### src/rtl/pl_adc_packer.sv
// Packs pairs of 12-bit ADC samples into 32-bit sequence-tagged words and
// buffers them in a show-ahead FIFO for a ready/valid consumer.
//
// state | meaning
// IDLE  | waiting for i_Start; samples ignored
// RUN   | accepting samples, forming words
// FLUSH | burst count reached; draining pack register and FIFO
// DONE  | burst complete; waits for i_Start to drop

module pl_adc_packer #(
  parameter int P_BURST_LEN  = 100000,
  parameter int P_FIFO_DEPTH = 16
) (
  input  logic                              i_CMOS_Clk,
  input  logic                              i_Rst_n,
  input  logic                              i_Start,
  input  logic [11:0]                       i_Sample,
  input  logic                              i_Sample_Valid,
  output logic [31:0]                       o_Word,
  output logic                              o_Word_Valid,
  input  logic                              i_Word_Ready,
  output logic                              o_Busy,
  output logic                              o_Done,
  output logic                              o_Overflow,
  output logic [$clog2(P_FIFO_DEPTH):0]     o_Fill
);

  localparam int AW = $clog2(P_FIFO_DEPTH);
  localparam logic [19:0] BURST = P_BURST_LEN[19:0];
  localparam logic [AW:0] DEPTH = P_FIFO_DEPTH[AW:0];

  typedef enum logic [1:0] {IDLE, RUN, FLUSH, DONE} state_t;

  state_t        state, state_nxt;
  logic [19:0]   sample_cnt;
  logic [7:0]    seq;
  logic          hold_v;
  logic [11:0]   hold_s;
  logic          pack_v;
  logic [31:0]   pack_word;
  logic [31:0]   mem [P_FIFO_DEPTH];
  logic [AW-1:0] wr_ptr, rd_ptr;
  logic [AW:0]   fill;
  logic          overflow;

  logic          start_burst;
  logic          accept;
  logic          last;
  logic          form;
  logic [19:0]   cnt_inc;
  logic [31:0]   word_nxt;
  logic          pop;
  logic          wr_ok;
  logic          wr;
  logic          drop;

  assign accept   = (state == RUN) && i_Sample_Valid;
  assign cnt_inc  = sample_cnt + 20'd1;
  assign last     = accept && (cnt_inc == BURST);
  // A lone final sample of an odd burst closes its word with a zero upper half.
  assign form     = accept && (hold_v || last);
  assign word_nxt = hold_v ? {seq, i_Sample, hold_s} : {seq, 12'h000, i_Sample};

  assign pop   = (fill != '0) && i_Word_Ready;
  assign wr_ok = (fill < DEPTH) || pop;
  assign wr    = pack_v && wr_ok;
  assign drop  = pack_v && !wr_ok;

  always_ff @(posedge i_CMOS_Clk or negedge i_Rst_n) begin
    if (!i_Rst_n) state <= IDLE;
    else          state <= state_nxt;
  end

  always_comb begin
    state_nxt   = state;
    start_burst = 1'b0;
    case (state)
      IDLE: begin
        if (i_Start) begin
          state_nxt   = RUN;
          start_burst = 1'b1;
        end
      end
      RUN:     if (last) state_nxt = FLUSH;
      FLUSH:   if ((fill == '0) && !pack_v) state_nxt = DONE;
      DONE:    if (!i_Start) state_nxt = IDLE;
      default: state_nxt = IDLE;
    endcase
  end

  always_ff @(posedge i_CMOS_Clk or negedge i_Rst_n) begin
    if (!i_Rst_n) begin
      sample_cnt <= '0;
      seq        <= '0;
      hold_v     <= 1'b0;
      hold_s     <= '0;
      pack_v     <= 1'b0;
      pack_word  <= '0;
      overflow   <= 1'b0;
    end else begin
      pack_v <= form;
      if (drop) overflow <= 1'b1;
      if (start_burst) begin
        sample_cnt <= '0;
        seq        <= '0;
        hold_v     <= 1'b0;
        overflow   <= 1'b0;
      end else if (accept) begin
        sample_cnt <= cnt_inc;
        if (form) begin
          pack_word <= word_nxt;
          seq       <= seq + 8'd1;
          hold_v    <= 1'b0;
        end else begin
          hold_s <= i_Sample;
          hold_v <= 1'b1;
        end
      end
    end
  end

  always_ff @(posedge i_CMOS_Clk) begin
    if (wr) mem[wr_ptr] <= pack_word;
  end

  always_ff @(posedge i_CMOS_Clk or negedge i_Rst_n) begin
    if (!i_Rst_n) begin
      wr_ptr <= '0;
      rd_ptr <= '0;
      fill   <= '0;
    end else begin
      if (wr)  wr_ptr <= wr_ptr + 1'b1;
      if (pop) rd_ptr <= rd_ptr + 1'b1;
      case ({wr, pop})
        2'b10:   fill <= fill + 1'b1;
        2'b01:   fill <= fill - 1'b1;
        default: fill <= fill;
      endcase
    end
  end

  assign o_Word_Valid = (fill != '0);
  assign o_Word       = o_Word_Valid ? mem[rd_ptr] : 32'h0;
  assign o_Fill       = fill;
  assign o_Overflow   = overflow;
  assign o_Busy       = (state == RUN) || (state == FLUSH);
  assign o_Done       = (state == DONE);

endmodule

### config.mk
export PLATFORM = sky130hd
export DESIGN_NAME = pl_adc_packer
export DESIGN_NICKNAME = d
export VERILOG_FILES = /design/src/rtl/pl_adc_packer.sv
export SDC_FILE = /design/constraint.sdc
export NUM_CORES = 1
export LEC_CHECK = 0
export BUFFER_PORTS_ARGS = -buffer_cell sky130_fd_sc_hd__buf_4
export CORE_MARGIN = 3
export CORE_UTILIZATION = 55
export DETAILED_ROUTE_END_ITERATION = 16
export HOLD_SLACK_MARGIN = 0.08
export PLACE_DENSITY = 0.8
export SYNTH_ARGS = -nofsm -noshare
export SYNTH_HDL_FRONTEND = slang
export SYNTH_SLANG_ARGS = --single-unit
### constraint.sdc
create_clock -name i_CMOS_Clk -period 6.9 [get_ports i_CMOS_Clk]
set_clock_uncertainty 0.1 [all_clocks]
set_input_delay 1.38 -clock i_CMOS_Clk [delete_from_list [all_inputs] [get_ports i_CMOS_Clk]]
set_output_delay 1.38 -clock i_CMOS_Clk [all_outputs]
set_load 0.02 [all_outputs]
# Yosys cells after proc, flatten, opt, wreduce, memory -nomap -nowiden
# Memories as Yosys holds them, arrays and structs flattened.
# Cells that the tools add are included.
[totals] regBits=90 ramBits=512 input_bits=17 out_inout_bits=41 elab_cells=76 n_memories=1
[classes] n_addsub=6 order_cmp=1 n_eq_ne=10 n_mux=22 bitwise_logic=2 reduce_logical=23
[memory_table] memory="mem" words=16 word_bits=32 read_ports=1 rd_ports_with_merged_regs=0 wr=1 line="41" text="logic [31:0] mem [P_FIFO_DEPTH];"
[op_table] op="$mux W20" count=2
[op_table] op="$mux W32" count=1
[op_table] op="$mux W24" count=1
[op_table] op="$mux W8" count=3
[op_table] op="$add A20 B1 Y20 const B" count=1
[op_table] op="$eq A20 B17 Y1 const B" count=1
[op_table] op="$pmux W5 S2" count=1
[op_table] op="$mux W1" count=9
[op_table] op="$add A4 B1 Y4 const B" count=2
[op_table] op="$add A8 B1 Y8 const B" count=1
[op_table] op="$mux W2" count=4
[op_table] op="$ne A2 B2 Y1 const B" count=4
[op_table] op="$pmux W2 S4" count=1
[op_table] op="$reduce_bool A2 Y1" count=4
[op_table] op="$logic_and A1 B1 Y1" count=7
[op_table] op="$eq A2 B2 Y1 const B" count=3
[op_table] op="$reduce_and A3 Y1" count=2
[op_table] op="$add A5 B1 Y5 const B" count=1
[op_table] op="$logic_not A5 Y1" count=1
[op_table] op="$lt A5 B5 Y1 const B" count=1
[op_table] op="$reduce_bool A5 Y1" count=1
[op_table] op="$sub A5 B1 Y5 const B" count=1
[op_table] op="$eq A2 B1 Y1 const B" count=2
[op_table] op="$reduce_and A4 Y1" count=1
[op_table] op="5 further kinds" count=9

# Longest topological paths before layout
# Gate-level depths: netlist of run 1.
[logic_depth] word_depth=8 mapped_depth=12 mapped_depth_nobuf=11

# Least setup slack after synthesis of run 1
# No wires, ideal clock.
[synth_path] path_type="input-to-reg" startpoint="in i_Word_Ready" endpoint="mem mem[3][0] (enable)" setup_ns=0.501 arrival_ns=5.034 required_ns=6.299 slack_ns=1.264 cell_stages=6 n_path_buf=1 cell_sequence="inv_1 > nand2_1 > and2_1 > clkbuf_1 > inv_1 > nor4_1"
[synth_via] elab_chain_cells=5
[synth_lines] item="from (decl)" line="21" text="input logic i_Word_Ready,"
[synth_lines] item="$logic_and A1 B1 Y1" line="64" text="assign pop = (fill != '0) && i_Word_Ready;"
[synth_lines] item="$logic_or A1 B1 Y1" line="65" text="assign wr_ok = (fill < DEPTH) || pop;"
[synth_lines] item="$logic_and A1 B1 Y1" line="66" text="assign wr = pack_v && wr_ok;"
[synth_lines] item="$mux W1" line="123" text="if (wr) mem[wr_ptr] <= pack_word;"
[synth_lines] item="$mux W1 (implied by the code)" line="123"
[synth_lines] item="to (decl)" line="41"
# Every way passes these cells.

# Worst setup path in the final report of run 1
[layout_path] startpoint="reg rd_ptr[0]" endpoint="out o_Word[5]"
[layout_via] elab_chain_cells=2
[layout_lines] item="from (decl)" line="42" text="logic [AW-1:0] wr_ptr, rd_ptr;"
[layout_lines] item="from (signal assigned)" line="133" text="if (pop) rd_ptr <= rd_ptr + 1'b1;"
[layout_lines] item="$mem_v2 Z16 W32"
[layout_lines] item="$mux W32" line="143" text="assign o_Word = o_Word_Valid ? mem[rd_ptr] : 32'h0;"
[layout_lines] item="to (decl)" line="19" text="output logic [31:0] o_Word,"
# Every way passes these cells.

==> metrics.txt, run 1 <==
status finished clean; # resized after CTS 0; Max FO, Critical Path 119; post-route antenna net violation count 0; vias in the first global route 12.56k; Worst-path clk slew 60 ps; Largest stage delay, worst path 640 ps; CTS tree yes; first-pass GRT wire length 80090 um; P_leak 9.088 nW; CP Data Required Time 5420 ps; DR vias 12.04k; CP Cell Sequence buf_12 > mux4_2 > mux4_2 > and2_1 > buf_4; period utilisation layout 74.07%; sequential share of the synthesized area 73.49%; postcts setup bufs 0; Ports 58; Area after DPL 25110 sq um; Setup crit end kind primary output; Final WS setup 1789 ps; Skew-Pair Late Insertion Delay 620 ps; FFs w/ async S/R, synth 14.95%; nets@finish 1281; Slew Viols, Final 0; Least-Margin Pin Slew 1179 ps; fmax 195.7 MHz; yosys warns 0; GRT overflow 0; hold violation total from the final report 0; Initial DRT Pass Iterations 7; DRC 0; clk sinks 602; H-tree depth reported by CTS 2; max cap viols 0; fin cells 1873; die area 46150 sq um; fin util 63.43%; area grow syn2layout 12.42%; syn nets 1207; dominant synthesized flop cell edfxtp_1; synthesized area per cell 20.43 sq um; final setup TNS 0 ps; gpl congestion 0.7874; initial core utilization 56.42%; clock root cell clkbuf_16; synth unique cells 53; area of the core 42510 sq um; Detailed Route WL 52980 um; Post-DP HPWL 26250 um; drt wl/cell 28.28 um; most frequent cells after synthesis edfxtp_1, mux4_2, dfrtp_1; DP Cell Count 1767; path category of the worst min-delay check flip-flop to flip-flop; Synth Cell Area 23980 sq um; post-route cell area 26960 sq um; FF+latch count, synth 602; Synth area leaders edfxtp_1, mux4_2, dfrtp_1, and2_1, ha_1; Yosys top cell area share 64.10%; # rows 75; pin count of the biggest net entering global routing 120; Peak VDD IR 233.6 uV; RSZ-0062 raised after global routing false; initial antenna violation count 4; Setup Crit Path Kind flip-flop to primary output; final setup vio count 0; Tmin final 5111 ps; drt first-iter violations 1422; Cell Pwr Density 410.9 nW/um^2; crit path max-delay cell type mux4_2; GRT Util Overall 23.35%; die height 214.8 um; share of layout cells above drive strength 1 29.44%; Die W 214.8 um; pre-CTS WS 2454 ps; synthesized instance count 1174; final-layout fill cell count 2780; Worst setup SP type flip-flop; CTS buffer count 56; most numerous cell in the Yosys netlist edfxtp_1; crit path DAT 3630 ps; hold buffers post-CTS 0; Critical Path Most Common Cell mux4_2; DR vias/cell 6.427; leading area contributor after synthesis edfxtp_1; CTS Buffer Depth 3; Post-synth EDFFs 512; input/output buffers 57; slew margin rel. 21.40%
worst paths after layout:
kind                            slack, ps                 startpoint  cells after the start                    endpoint
worst max-delay path                 1790      rd_ptr[0]$_DFFE_PN0P_                      5                   o_Word[5]
worst min-delay path                  410      hold_s[5]$_DFFE_PN0P_                      1       hold_s[5]$_DFFE_PN0P_
worst max register to register       2850  sample_cnt[0]$_DFFE_PN0P_                      8   pack_word[28]$_DFFE_PN0P_
worst min register to register        410      hold_s[5]$_DFFE_PN0P_                      1       hold_s[5]$_DFFE_PN0P_
max in group asynchronous            4900                    i_Rst_n                      2       rd_ptr[0]$_DFFE_PN0P_
min in group asynchronous             620                    i_Rst_n                      1  sample_cnt[15]$_DFFE_PN0P_
per-layer routing:
metal | global-route usage [%] | part of all wire [%]
met1 | 31.86 | 38
met2 | 37.20 | 49
met3 | 6.073 | 9.5
met4 | 8.228 | 3.0
met5 | 0 | 0.045
power by group:
part	internal [mW]	switching [mW]
clock network	1.76	1.32
logic	1.51	1.31
registers	4.50	0.688
total	7.76	3.32
placed cells by master, fill, tap and decap left out, drive strengths merged, types with 12 or more instances in the layout:
| cell type | count |
|---|---|
| a21oi | 29 |
| a22o | 13 |
| a31oi | 14 |
| and2 | 45 |
| buf | 81 |
| clkbuf | 67 |
| clkinv | 28 |
| dfrtp | 90 |
| edfxtp | 512 |
| ha | 15 |
| inv | 14 |
| mux2 | 23 |
| mux2i | 16 |
| mux4 | 160 |
| nand2 | 30 |
| nand3 | 12 |
| nor2 | 30 |
| xnor2 | 15 |
| xor2 | 14 |
flip-flops by register name, indices dropped and copies added, names as in the netlist:
| signal | flops |
|---|---|
| wr_ptr | 4 |
| hold_s | 12 |
| pack_v | 1 |
| pack_word | 32 |
| o_Overflow | 1 |
| o_Fill | 5 |
| rd_ptr | 4 |
| hold_v | 1 |
| mem | 512 |
| sample_cnt | 20 |
| state | 2 |
| seq | 8 |
worst max-delay path: cells and delay by family, from the launching register on:
family,cells,cell delay [ps]
mux,2,1180
buf+inv,2,760
flops,1,600
simple gates,1,180
per-stage QoR:
| step | hold slack, ps | power [mW] |
|---|---|---|
| 2_1_floorplan | 379.1 | 7.031 |
| 3_3_place_gp | 386.4 | 7.959 |
| 3_5_place_dp | 392.2 | 8.055 |
| 4_1_cts | 409.5 | 11.17 |
| 5_1_grt | 422.3 | 11.52 |
| 6_report | 410.8 | 11.08 |
layout make-up:
cell class | instances | area [sq um] | area share (%)
Sequential cell | 602 | 17640 | 65.41
Inverter | 12 | 45.04 | 0.1671
Multi-Input combinational cell | 495 | 6077 | 22.54
Antenna cell | 2 | 5.005 | 0.01856
Clock buffer | 67 | 1483 | 5.499
Tap cell | 577 | 721.9 | 2.677
Timing Repair Buffer | 81 | 633.1 | 2.348
Clock inverter | 37 | 361.6 | 1.341
cell families after synthesis:
group                    count (synthesis)  share of synthesized area (%)
XOR/XNOR                                29                          1.059
adder cells (fa/ha/maj)                 16                         0.8660
multiplexers                           199                          16.90
AO/OA/AOI/OAI                           80                          2.259
flip-flops                             602                          73.49
AND/OR/NAND/NOR                        171                          3.986
buffers and inverters                   77                          1.440
No activity file was read; power rests on OpenSTA's default activity.
==> run 2, diff against run 1 <==
- PLACE_DENSITY: 0.8 -> 0.83
- clock period: 6.9 -> 4.4 ns (I/O delays scaled with it)
==> run 2 against run 1 <==
Against the previous run: worst setup slack worse by 1600 ps; critical path depth rose by 1; non-clock buffer count is 15 higher; sequential share of layout area fell by 0.78 points; total power up 62%; count of clock-buffer cells in the layout rose by 5; wire length grew 7.0%; utilization is 0.77 points higher; flip-flop and latch count unchanged; worst hold slack worse by 100 ps; register-to-register slack worse by 2200 ps; first-iteration DRC count rose by 0.70%; critical path type unchanged.
==> metrics.txt, run 2 (synthesis gave the netlist of run 1 again) <==
RSZ-0062 raised after global routing false; area grow syn2layout 13.78%; fin cells 1891; worst path bufs/invs 3; drt first-iter violations 1432; Tmin final 4170 ps; gpl congestion 0.8084; fmax 239.8 MHz; period utilisation layout 94.77%; slew margin rel. 36.14%; final setup vio count 0; CP Cell Sequence buf_12 > buf_12 > mux4_2 > mux4_2 > and2_1 > buf_4; CTS Buffer Depth 3; crit path max-delay cell type dfrtp_4; status finished clean; hold violation total from the final report 0; Cell Pwr Density 656.1 nW/um^2; Worst-path clk slew 60 ps; final-layout fill cell count 2650; hold buffers post-CTS 0; met1 Use GR 32.57%; area of the core 42510 sq um; input/output buffers 57; clock root cell clkbuf_16; post-route antenna net violation count 0; CP delay by family, top multiplexers; Least-Margin Pin Slew 957.9 ps; crit path DAT 3190 ps; Initial DRT Pass Iterations 5; GRT overflow 0; M2 GR Usage 41.37%; commonest non-fill, non-tap cell in the layout edfxtp_1; # resized after CTS 0; reg2reg start sample_cnt[8]$_DFFE_PN0P_; Post-DP HPWL 29290 um; vias in the first global route 13.03k; H-tree depth reported by CTS 2; grt met3 use 5.537%; DR vias 12.29k; Ports 58; Skew-Pair Late Insertion Delay 620 ps; Critical Path End o_Word[9]; initial antenna violation count 1; Largest Register mem; Crit path depth 6; Worst setup SP type flip-flop; Setup Crit Path Kind flip-flop to primary output; Area after DPL 25310 sq um; reg2reg end hold_s[11]$_DFFE_PN0P_; GRT Util Overall 25.19%; clk sinks 602; DRC 0; Critical path origin rd_ptr[0]$_DFFE_PN0P_; Regs by FF count mem: 512 flops, pack_word: 32 flops, sample_cnt: 20 flops; Detailed Route WL 56660 um; DR vias/cell 6.499; pin count of the biggest net entering global routing 66; path category of the worst min-delay check input port to asynchronous set/reset pin; Die W 214.8 um; CP Data Required Time 3420 ps; Largest stage delay, worst path 640 ps; post-route cell area 27290 sq um; GR peak layer met2; CTS tree yes; most frequent cells in the layout edfxtp_1, mux4_2, buf_4; postcts setup bufs 0; drt wl/cell 29.96 um; Setup crit end kind primary output; Slew Viols, Final 0; Worst Reg-to-Reg Cells 7; share of layout cells above drive strength 1 30.85%; Worst R2R Setup Slack 670 ps; CTS buffer count 57; # rows 75; nets@finish 1297; die area 46150 sq um; first-pass GRT wire length 85210 um; DP Cell Count 1782; max FFs per register 512; max cap viols 0; Peak VDD IR 421.6 uV; P_leak 9.251 nW; die height 214.8 um; initial core utilization 56.42%; Max FO, Critical Path 22
## run 2: cell count changes in the layout (fill, tap and decap cells not counted), sizes merged
cell,delta
bufinv,+2
diode,-1
inv,+1
buf,+15
clkinv,-4
clkbuf,+5
## run 2: how the worst min path moves through the flow
stage	startpoint	slack, ps	endpoint
after global placement	hold_s[1]$_DFFE_PN0P_	390	hold_s[1]$_DFFE_PN0P_
after detailed placement	hold_s[0]$_DFFE_PN0P_	400	hold_s[0]$_DFFE_PN0P_
after floorplan	hold_s[0]$_DFFE_PN0P_	380	hold_s[0]$_DFFE_PN0P_
final	i_Rst_n	310	wr_ptr[1]$_DFFE_PN0P_
after CTS	i_Rst_n	310	pack_word[21]$_DFFE_PN0P_
after global routing	i_Rst_n	350	pack_word[21]$_DFFE_PN0P_
## run 2: worst register-to-register path, delay by kind of cell, from the launching register on
family / cells / cell delay, ps
AOI/OAI and AO/OA: 3 / 940
muxes: 1 / 510
DFF: 1 / 510
and+or+nand+nor: 3 / 1560
## run 2: layout make-up
| cell class | count | area (sq um) | share of cell area (%) |
|---|---|---|---|
| Antenna cell | 1 | 2.502 | 0.009170 |
| Multi-Input combinational cell | 495 | 6077 | 22.27 |
| Inverter | 12 | 45.04 | 0.1651 |
| Tap cell | 577 | 721.9 | 2.646 |
| Sequential cell | 602 | 17640 | 64.63 |
| Clock inverter | 36 | 427.9 | 1.568 |
| Clock buffer | 72 | 1544 | 5.658 |
| Timing Repair Buffer | 96 | 833.3 | 3.054 |
## run 2: power by group
| part | internal, mW | switching [mW] | total [mW] |
|---|---|---|---|
| Clock | 2.98 | 2.15 | 5.13 |
| Sequential | 7.05 | 0.990 | 8.04 |
| Combinational | 2.46 | 2.27 | 4.73 |
| Total | 12.5 | 5.41 | 17.9 |
## run 2: metal layers
| layer | up-vias | part of all wire, % |
|---|---|---|
| met5 | - | 0.030 |
| met4 | 2 | 4.7 |
| met3 | 171 | 9.3 |
| met2 | 698 | 50 |
| met1 | 6445 | 36 |
| li1 | 4973 | - |
## run 2: per-stage QoR
stage | utilization [%] | hold WS [ps] | setup slack, ps | setup TNS [ps] | power [mW]
detailed placement | 59.55 | 395.2 | 844.1 | 0 | 12.80
global route | 64.19 | 348.2 | 104.9 | 0 | 18.57
finish | 64.19 | 307.0 | 230.2 | 0 | 17.90
CTS | 64.19 | 314.9 | 174.9 | 0 | 17.99
floorplan | - | 379.1 | -735.9 | -94170 | 11.03
global placement | 59.55 | 387.4 | 911.2 | 0 | 12.59
